**config.mk**
```make
export PLATFORM = sky130hd
export DESIGN_NAME = imm_decode_ctrl
export DESIGN_NICKNAME = d
export VERILOG_FILES = /design/src/rtl/imm_decode_ctrl_pkg.sv /design/src/rtl/imm_fmt_decode.sv /design/src/rtl/imm_decode_ctrl.sv
export SDC_FILE = /design/constraint.sdc
export NUM_CORES = 1
export LEC_CHECK = 0
export BUFFER_PORTS_ARGS = -buffer_cell sky130_fd_sc_hd__buf_4
export CORE_ASPECT_RATIO = 0.9
export CORE_MARGIN = 2
export CORE_UTILIZATION = 35
export CTS_CLUSTER_SIZE = 30
export DETAILED_ROUTE_END_ITERATION = 6
export PLACE_DENSITY = 0.6
export SETUP_SLACK_MARGIN = 0.3
export SYNTH_ARGS = -nofsm -noshare
export SYNTH_HDL_FRONTEND = slang
export SYNTH_SLANG_ARGS = --single-unit
```
**constraint.sdc**
```tcl
create_clock -name clk -period 1.9 [get_ports clk]
set_clock_uncertainty 0.15 [all_clocks]
set_input_delay 0.19 -clock clk [delete_from_list [all_inputs] [get_ports clk]]
set_output_delay 0.19 -clock clk [all_outputs]
set_load 0.01 [all_outputs]
```
**src/rtl/imm_decode_ctrl_pkg.sv**
```systemverilog
// Shared definitions for the decode-stage immediate path: format select codes,
// RV32I major opcodes, the occupancy state type and the held-entry layout.
package imm_decode_ctrl_pkg;

   localparam logic [2:0] FMT_I    = 3'b000;
   localparam logic [2:0] FMT_S    = 3'b001;
   localparam logic [2:0] FMT_B    = 3'b010;
   localparam logic [2:0] FMT_U    = 3'b011;
   localparam logic [2:0] FMT_J    = 3'b100;
   localparam logic [2:0] FMT_NONE = 3'b111;

   localparam logic [6:0] OPC_LOAD   = 7'b0000011;
   localparam logic [6:0] OPC_OP_IMM = 7'b0010011;
   localparam logic [6:0] OPC_JALR   = 7'b1100111;
   localparam logic [6:0] OPC_FENCE  = 7'b0001111;
   localparam logic [6:0] OPC_SYSTEM = 7'b1110011;
   localparam logic [6:0] OPC_STORE  = 7'b0100011;
   localparam logic [6:0] OPC_BRANCH = 7'b1100011;
   localparam logic [6:0] OPC_LUI    = 7'b0110111;
   localparam logic [6:0] OPC_AUIPC  = 7'b0010111;
   localparam logic [6:0] OPC_JAL    = 7'b1101111;
   localparam logic [6:0] OPC_OP     = 7'b0110011;

   typedef enum logic [1:0] {
      ST_EMPTY = 2'd0,
      ST_ONE   = 2'd1,
      ST_TWO   = 2'd2
   } occ_state_e;

   typedef struct packed {
      logic [31:0] instr;
      logic [31:0] imm;
      logic [2:0]  fmt;
      logic        illegal;
   } entry_t;

   localparam entry_t ENTRY_RST = '{instr: 32'h0, imm: 32'h0, fmt: FMT_NONE, illegal: 1'b0};

   // Formats without an immediate must not carry whatever the generator drives.
   function automatic logic [31:0] entry_imm(input logic [2:0] fmt, input logic [31:0] imm);
      return (fmt == FMT_NONE) ? 32'h0 : imm;
   endfunction

endpackage

```
**src/rtl/imm_fmt_decode.sv**
```systemverilog
// Combinational RV32I opcode classifier: maps the major opcode onto the
// immediate generator's format select and flags unrecognised encodings.
module imm_fmt_decode
   import imm_decode_ctrl_pkg::*;
(
   input  logic [6:0] opcode,
   output logic [2:0] fmt,
   output logic       illegal
);

   always_comb begin
      fmt     = FMT_NONE;
      illegal = 1'b0;
      if (opcode[1:0] != 2'b11) begin
         illegal = 1'b1;
      end else begin
         case (opcode)
            OPC_LOAD, OPC_OP_IMM, OPC_JALR, OPC_FENCE, OPC_SYSTEM: fmt = FMT_I;
            OPC_STORE:            fmt = FMT_S;
            OPC_BRANCH:           fmt = FMT_B;
            OPC_LUI, OPC_AUIPC:   fmt = FMT_U;
            OPC_JAL:              fmt = FMT_J;
            OPC_OP:               fmt = FMT_NONE;
            default:              illegal = 1'b1;
         endcase
      end
   end

endmodule

```
**src/rtl/imm_decode_ctrl.sv**
```systemverilog
// Decode-stage controller: classifies incoming instructions for the external
// immediate generator and holds results in a main + skid entry pair toward execute.
module imm_decode_ctrl
   import imm_decode_ctrl_pkg::*;
#(
   parameter int PC_W = 32,
   parameter bit SKID = 1'b1
) (
   input  logic            clk,
   input  logic            rst_n,
   input  logic            flush,
   input  logic            in_valid,
   output logic            in_ready,
   input  logic [31:0]     in_instr,
   input  logic [PC_W-1:0] in_pc,
   output logic [31:0]     gen_instr,
   output logic [2:0]      gen_ctr,
   input  logic [31:0]     gen_imm,
   output logic            out_valid,
   input  logic            out_ready,
   output logic [31:0]     out_instr,
   output logic [PC_W-1:0] out_pc,
   output logic [31:0]     out_imm,
   output logic [2:0]      out_fmt,
   output logic            out_illegal
);

   occ_state_e      state_q, state_d;
   entry_t          main_q, skid_q, in_entry;
   logic [PC_W-1:0] main_pc_q, skid_pc_q;
   logic [2:0]      dec_fmt;
   logic            dec_illegal;
   logic            accept, pop, load_main, load_skid, shift_skid;

   imm_fmt_decode u_fmt_decode (
      .opcode  (in_instr[6:0]),
      .fmt     (dec_fmt),
      .illegal (dec_illegal)
   );

   assign gen_instr = in_instr;
   assign gen_ctr   = dec_fmt;

   always_comb begin
      in_entry = '{instr: in_instr, imm: entry_imm(dec_fmt, gen_imm), fmt: dec_fmt, illegal: dec_illegal};
   end

   assign accept = in_valid & in_ready;
   assign pop    = out_valid & out_ready;

   // Handshake outputs depend only on occupancy (plus out_ready without skid).
   always_comb begin
      out_valid = (state_q != ST_EMPTY);
      if (SKID) begin
         in_ready = (state_q != ST_TWO) & ~flush & rst_n;
      end else begin
         in_ready = ((state_q == ST_EMPTY) | out_ready) & ~flush & rst_n;
      end
   end

   always_comb begin
      state_d = state_q;
      case (state_q)
         ST_EMPTY: if (accept) state_d = ST_ONE;
         ST_ONE: begin
            if (accept & ~pop)      state_d = SKID ? ST_TWO : ST_ONE;
            else if (pop & ~accept) state_d = ST_EMPTY;
         end
         ST_TWO:   if (pop) state_d = ST_ONE;
         default:  state_d = ST_EMPTY;
      endcase
      if (flush) state_d = ST_EMPTY;
   end

   always_ff @(posedge clk or negedge rst_n) begin
      if (!rst_n) state_q <= ST_EMPTY;
      else        state_q <= state_d;
   end

   assign load_main  = accept & ((state_q == ST_EMPTY) | pop);
   assign load_skid  = accept & (state_q == ST_ONE) & ~pop;
   assign shift_skid = pop & (state_q == ST_TWO);

   // Main entry: refilled from input when it drains or is empty, else from skid.
   always_ff @(posedge clk or negedge rst_n) begin
      if (!rst_n) begin
         main_q    <= ENTRY_RST;
         main_pc_q <= '0;
      end else if (load_main) begin
         main_q    <= in_entry;
         main_pc_q <= in_pc;
      end else if (shift_skid) begin
         main_q    <= skid_q;
         main_pc_q <= skid_pc_q;
      end
   end

   always_ff @(posedge clk or negedge rst_n) begin
      if (!rst_n) begin
         skid_q    <= ENTRY_RST;
         skid_pc_q <= '0;
      end else if (load_skid) begin
         skid_q    <= in_entry;
         skid_pc_q <= in_pc;
      end
   end

   assign out_instr   = main_q.instr;
   assign out_pc      = main_pc_q;
   assign out_imm     = main_q.imm;
   assign out_fmt     = main_q.fmt;
   assign out_illegal = main_q.illegal;

endmodule

```
==> flow_metrics.tcl, run 1 <==
set metrics [dict create \
    outcome "finished with violations" \
    violations "hold timing, setup timing" \
    yosysUniqueCellTypes 41 \
    dr.pass1.iters 5 \
    rsz0062_at_grt "yes" \
    synth_fa_ha_area_share_pct 0 \
    worstPathRequired_ps 2200 \
    grt-ovfl-total 0 \
    yosys_warnings 0 \
    totalPowerFinal_uw 12600 \
    dieArea_mm2 0.0266 \
    p_leak_uw 0.00799 \
    min_period_ps 1940 \
    timing.final.ws_setup_ps -40.5 \
    cts_tree "built" \
    vias 8051 \
    grt_pass1_vias 8099 \
    period_share_pct 102 \
    critPathArrivalTime_ps 2240 \
    synth_enable_flop_cells 0 \
    drive_gt1_share_pct 45.9 \
    power_density_mw_per_mm2 809 \
    cts.sinks 202 \
    vias_per_cell 4.91 \
    drc_errors 0 \
    path_cells "or4_4 > nor3_4 > buf_6 > buf_12 > clkbuf_16 > a22o_1" \
    synth_top_family_by_area "simple AND/OR/NAND/NOR gates" \
    hold_violations 132 \
    grt_first_pass_wirelength_mm 46.2 \
    portBuffers 237 \
    timing.hold.ws_ps -275 \
    drtIter0Drc 555 \
    synth_xor_area_share_pct 0 \
    synth_area_leaders "dfrtp_1, nand2_1, mux2i_1, o21ai_0, a22o_1" \
    root_buffer "clkbuf_16" \
    cp_slowest_cell "or4_4" \
    postCtsHoldBufs 99 \
    async_flop_share_pct 100 \
    worst_path_dominant_cell_family "simple AND/OR/NAND/NOR gates" \
    syn-instance-count 883 \
    r2r_start "state_q[1]" \
    synthFlopType "dfrtp_1" \
    worst_pin_slew_ps 1080 \
    fp.dieH_um 155 \
    r2r_slack_ps -40 \
    core-area_mm2 0.0250 \
    reg2reg_to "skid_q[28]" \
    layout.nets 1386 \
    initial_core_util_pct 35.4 \
    synth_area_mm2 0.00887 \
    wl_met3_mm 2.01 \
    path_clk_slew_ps 60 \
    drv_cap 0 \
    cp_max_fo 4 \
    synth-simple-area-share_pct 15.3 \
    h-tree-depth 1 \
    slowest_delay_ps 610 \
    placed_cell_area_mm2 0.0110 \
    max_freq_ghz 0.515 \
    clkLatencyLatePin_ps 510 \
    antenna_found_initial 0 \
    synth_area_leader_cell "dfrtp_1" \
    ios 238 \
    max-clock-path-buffers 3 \
    syn2layout_area_growth_pct 75.5 \
    muxShareOfSynthArea_pct 11.3 \
    endpoint_kind "register" \
    numCtsBuffers 23 \
    ir_worst_vdd_v 0.000599 \
    final_antenna_net_count 0 \
    synth_top_area_share_pct 55.3 \
    reg2reg_depth 6 \
    postSynthNetCount 984 \
    syn_avg_cell_area_um2 10.0 \
    num-fill-cells 1966 \
    die_width_um 172 \
    gp_congestion 0.726 \
    crit_type "reg2reg" \
    wirelength_mm 32.0 \
    met2_wirelength_mm 15.6 \
    diodes 0 \
    cp.buffers_inverters 3 \
    hpwlAfterDp_mm 15.1 \
    wl_met1_mm 13.5 \
    slew_viol_final 0 \
    wl_per_cell_um 19.5 \
    highest_layer "met4" \
    finalSetupViolations 13 \
    slew_headroom_pct 27.9 \
    grt_usage_pct 22.4 \
    seq_area_frac_synth_pct 57.1 \
    row_count 55 \
    grt_max_degree 84 \
    final_cell_area_mm2 0.0156 \
    hold_path.class "in2async" \
    synth_compound_area_share_pct 10.5 \
    cp-start-kind "register" \
    synth_seq_cells 202 \
]
metrics by stage:
stage	setup WS, ps	utilization [%]	TNS [ps]	instances
CTS	-18.7	57.7	-101	1617
floorplan	-8.19	-	-240	883
global placement	-156	43.9	-6190	1407
finish	-40.5	62.1	-294	1640
detailed placement	-158	43.9	-7080	1407
global route	-83.1	62.1	-2780	1640
what timing repair did:
item,in CTS,in global routing
gates resized for setup,179,213
endpoints found under the setup margin,205,220
cloned,36,13
pin swaps,45,78
buffers inserted,37,10
endpoints found under the hold margin,327,88
Yosys cell counts, drive strengths merged (2+ instances only):
| master | instances |
|---|---|
| or4 | 2 |
| and2 | 4 |
| nand2b | 2 |
| nor2 | 16 |
| dfstp | 6 |
| o21ai | 101 |
| mux2 | 3 |
| a21oi | 5 |
| nor2b | 5 |
| dfrtp | 196 |
| mux2i | 96 |
| buf | 63 |
| nand2 | 299 |
| nand3 | 2 |
| or2 | 2 |
| a22o | 32 |
| o31ai | 2 |
| clkbuf | 29 |
final cells by class:
| cell class | instances | area (um2) | area share, % |
|---|---|---|---|
| repair buffers | 467 | 5160 | 33.1 |
| clock buffers | 34 | 677 | 4.35 |
| clock inverters | 4 | 48.8 | 0.314 |
| inverters | 1 | 3.75 | 0.0241 |
| multi-input cells | 590 | 4180 | 26.9 |
| well taps | 342 | 428 | 2.75 |
| flip-flops and latches | 202 | 5060 | 32.5 |
power breakdown:
part           total (uW)  switching, uW  internal (uW)
clock                4330           1750           2580
combinational        2750           1230           1520
sequential           5500            505           5000
worst max-delay path by stage:
stage                startpoint         end  slack, ps  cells past startpoint
floorplan           in_instr[3]   skid_q[2]         -8                      6
detailed placement  in_instr[5]  gen_ctr[1]       -160                      6
global placement    in_instr[5]  gen_ctr[1]       -160                      6
CTS                 in_instr[6]  gen_ctr[1]        -20                      6
finish               state_q[1]  skid_q[28]        -40                      6
global route         state_q[1]  skid_q[35]        -80                      6
routing by layer:
metal | global-route usage, % | vias up
met3 | 4.86 | 56
met4 | 4.96 | 0
met1 | 29.2 | 3987
li1 | - | 3750
met2 | 38.2 | 258
met5 | 0 | -
layout by cell type, fill, tap and decap left out, types with 35 or more instances in the layout:
master,n
nand2_1,186
o21ai_1,69
dfrtp_1,195
nand2_4,46
buf_4,258
nand2_2,66
clkbuf_16,35
mux2i_1,80
dlygate4sd3_1,99
buf_16,35
worst register-to-register path: cells and delay by family, from the launching register on:
family,cells,cell delay [ps]
and+or+nand+nor,2,800
buffers and inverters,3,400
DFF,1,410
AOI/OAI and AO/OA,1,120
sequential cells by signal (all words and copies together), names as in the netlist:
signal	cells
state_q	2
out_imm	32
out_instr	32
out_fmt	3
skid_pc_q	32
out_pc	32
out_illegal	1
skid_q	68
logic make-up after synthesis:
family	Yosys count
AO/OA/AOI/OAI	151
buffers and inverters	93
flip-flops	202
multiplexers	99
AND/OR/NAND/NOR	338
No activity file was read; power rests on OpenSTA's default activity.
==> run 2, diff against run 1 <==
==> constraint.sdc (replaced) <==
create_clock -name clk -period 1.9 [get_ports clk]
set_clock_uncertainty 0.15 [all_clocks]
set_input_delay 0.095 -clock clk [delete_from_list [all_inputs] [get_ports clk]]
set_output_delay 0.095 -clock clk [all_outputs]
set_load 0.01 [all_outputs]
==> run 2 against run 1 <==
Net effect:
- the run ends with hold timing left
- register-to-register slack improved by 80 ps
- highest routed layer unchanged
- sequential power fell by 2%
- count of clock-buffer cells in the layout fell by 2
==> flow_metrics.tcl, run 2 (same netlist as run 1, synthesis figures left out) <==
set metrics [dict create \
    fp.dieH_um 155 \
    path_clk_slew_ps 60 \
    row_count 55 \
    core-area_mm2 0.0250 \
    final_antenna_net_count 0 \
    wl_met3_mm 1.64 \
    holdCritStartpoint "in_instr[5]" \
    syn2layout_area_growth_pct 51.7 \
    layout_commonest_cell "nand2_1" \
    slowest_delay_ps 430 \
    portBuffers 237 \
    num-fill-cells 2244 \
    hold_end "skid_q[1]" \
    crit_type "reg2reg" \
    r2r_start "state_q[0]" \
    rsz0062_at_grt "yes" \
    min_delay_path_depth 5 \
    cts.sinks 202 \
    wl_met1_mm 11.4 \
    outcome "finished with violations" \
    largest_reg_flops 68 \
    violations "hold timing" \
    ios 238 \
    cts_tree "built" \
    grt_first_pass_wirelength_mm 39.6 \
    endpoint_kind "register" \
    vias_per_cell 4.68 \
    wirelength_mm 25.4 \
    fin_cells 1579 \
    grt-ovfl-total 0 \
    hold_violations 1 \
    max_freq_ghz 0.537 \
    die_width_um 172 \
    cp-start-kind "register" \
    vias 7389 \
    slew_headroom_pct 37.0 \
    numCtsBuffers 23 \
    p_leak_uw 0.00721 \
    dp.cells 1411 \
    finalSetupViolations 0 \
    initial_core_util_pct 35.4 \
    path_cells "and2_4 > o211ai_1 > buf_4 > a311oi_4 > buf_6 > buf_12 > nand2_4 > o21ai_2" \
    timing.hold.ws_ps -3.37 \
    drv_cap 0 \
    period_share_pct 98.1 \
    grt_usage_pct 18.6 \
    hpwlAfterDp_mm 14.9 \
    root_buffer "clkbuf_16" \
    dieArea_mm2 0.0266 \
    r2r_slack_ps 40 \
    drc_errors 0 \
    power_density_mw_per_mm2 885 \
    totalPowerFinal_uw 11900 \
    grt_pass1_vias 7238 \
    largest-register "skid_q" \
    reg2reg_depth 8 \
    grt_max_degree 179 \
    critPathArrivalTime_ps 2140 \
    hold_path.class "in2reg" \
    ir_worst_vdd_v 0.000495 \
    clkLatencyLatePin_ps 500 \
    cp_slowest_cell "dfrtp_2" \
    max-clock-path-buffers 3 \
    slew_viol_final 0 \
    drive_gt1_share_pct 31.6 \
    highest_layer "met4" \
    wl_per_cell_um 16.1 \
    min_period_ps 1860 \
    layout.nets 1325 \
    worst_pin_slew_ps 944 \
    timing.final.ws_setup_ps 36.3 \
    startpoint "state_q[0]" \
    pre_cts_ws_ps -69.4 \
    h-tree-depth 1 \
    post-route-util_pct 53.7 \
    gp_congestion 0.760 \
    met2_wirelength_mm 11.9 \
    reg2reg_to "out_imm[6]" \
    worstPathRequired_ps 2170 \
    antenna_found_initial 1 \
    mostFrequentLayoutCells "nand2_1, buf_4, dfrtp_1" \
    dr.pass1.iters 4 \
    cp_max_fo 6 \
    drtIter0Drc 455 \
]
==> run 2: cell types whose count changed in the layout (fill, tap and decap cells not counted), moves of 15 or more <==
cell | previous run | this run
nand2_2 | 66 | 6
o21ai_1 | 69 | 53
buf_16 | 35 | 7
o21ai_2 | 28 | 7
nand2_1 | 186 | 285
buf_6 | 33 | 13
mux2i_1 | 80 | 95
o21ai_0 | 3 | 41
nand2_4 | 46 | 7
==> run 2: how the worst max path moves through the flow <==
stage	to	slack [ps]
after floorplan	skid_q[10]	80
after global placement	skid_q[2]	-30
after detailed placement	skid_q[25]	-70
after CTS	skid_q[20]	30
after global routing	skid_q[13]	-40
final	out_imm[6]	40
==> run 2: report_power, final <==
group / leakage, uW / switching [uW] / internal, uW / total (uW)
Clock: 0.000353 / 1700 / 2570 / 4270
Combinational: 0.00422 / 1050 / 1220 / 2270
Sequential: 0.00265 / 372 / 4990 / 5370
==> run 2: per-layer routing <==
metal  GRT usage (%)  up-vias
met2            30.3      200
met4            3.80        0
met5               0        -
li1                -     3609
met1            25.6     3550
met3            4.25       30
==> run 2: what timing repair did <==
| action | in CTS | in global routing |
|---|---|---|
| hold buffers | 98 | 3 |
| setup endpoints to repair | 206 | 206 |
| resized for setup | 33 | 71 |
| hold endpoints to repair | 394 | 8 |
| setup buffers | 17 | 5 |
| pin swaps | 4 | 15 |
| cloned | 6 | 1 |
==> run 2: critical path: cells and delay by family, from the launching register on <==
| family | cells | cell delay [ps] |
|---|---|---|
| buffers and inverters | 3 | 500 |
| AO/OA/AOI/OAI | 3 | 480 |
| flip-flops | 1 | 430 |
| AND/OR/NAND/NOR | 2 | 220 |
==> run 2: area by class of cell <==
class	count	area, um2	share of cell area [%]
clock buffer	32	669	4.98
sequential	202	5060	37.7
antenna	1	2.50	0.0186
clock inverter	5	58.8	0.437
multi-input combinational	588	3480	25.9
timing repair buffer	408	3740	27.8
tap	342	428	3.18
inverter	1	3.75	0.0279
==> run 2: per-stage QoR <==
step                      cell area, um2  setup TNS (ps)
after detailed placement           11100           -2040
final                              13400               0
after global routing               13400            -559
after CTS                          13200               0
after global placement             11100            -603
after floorplan                     8920               0
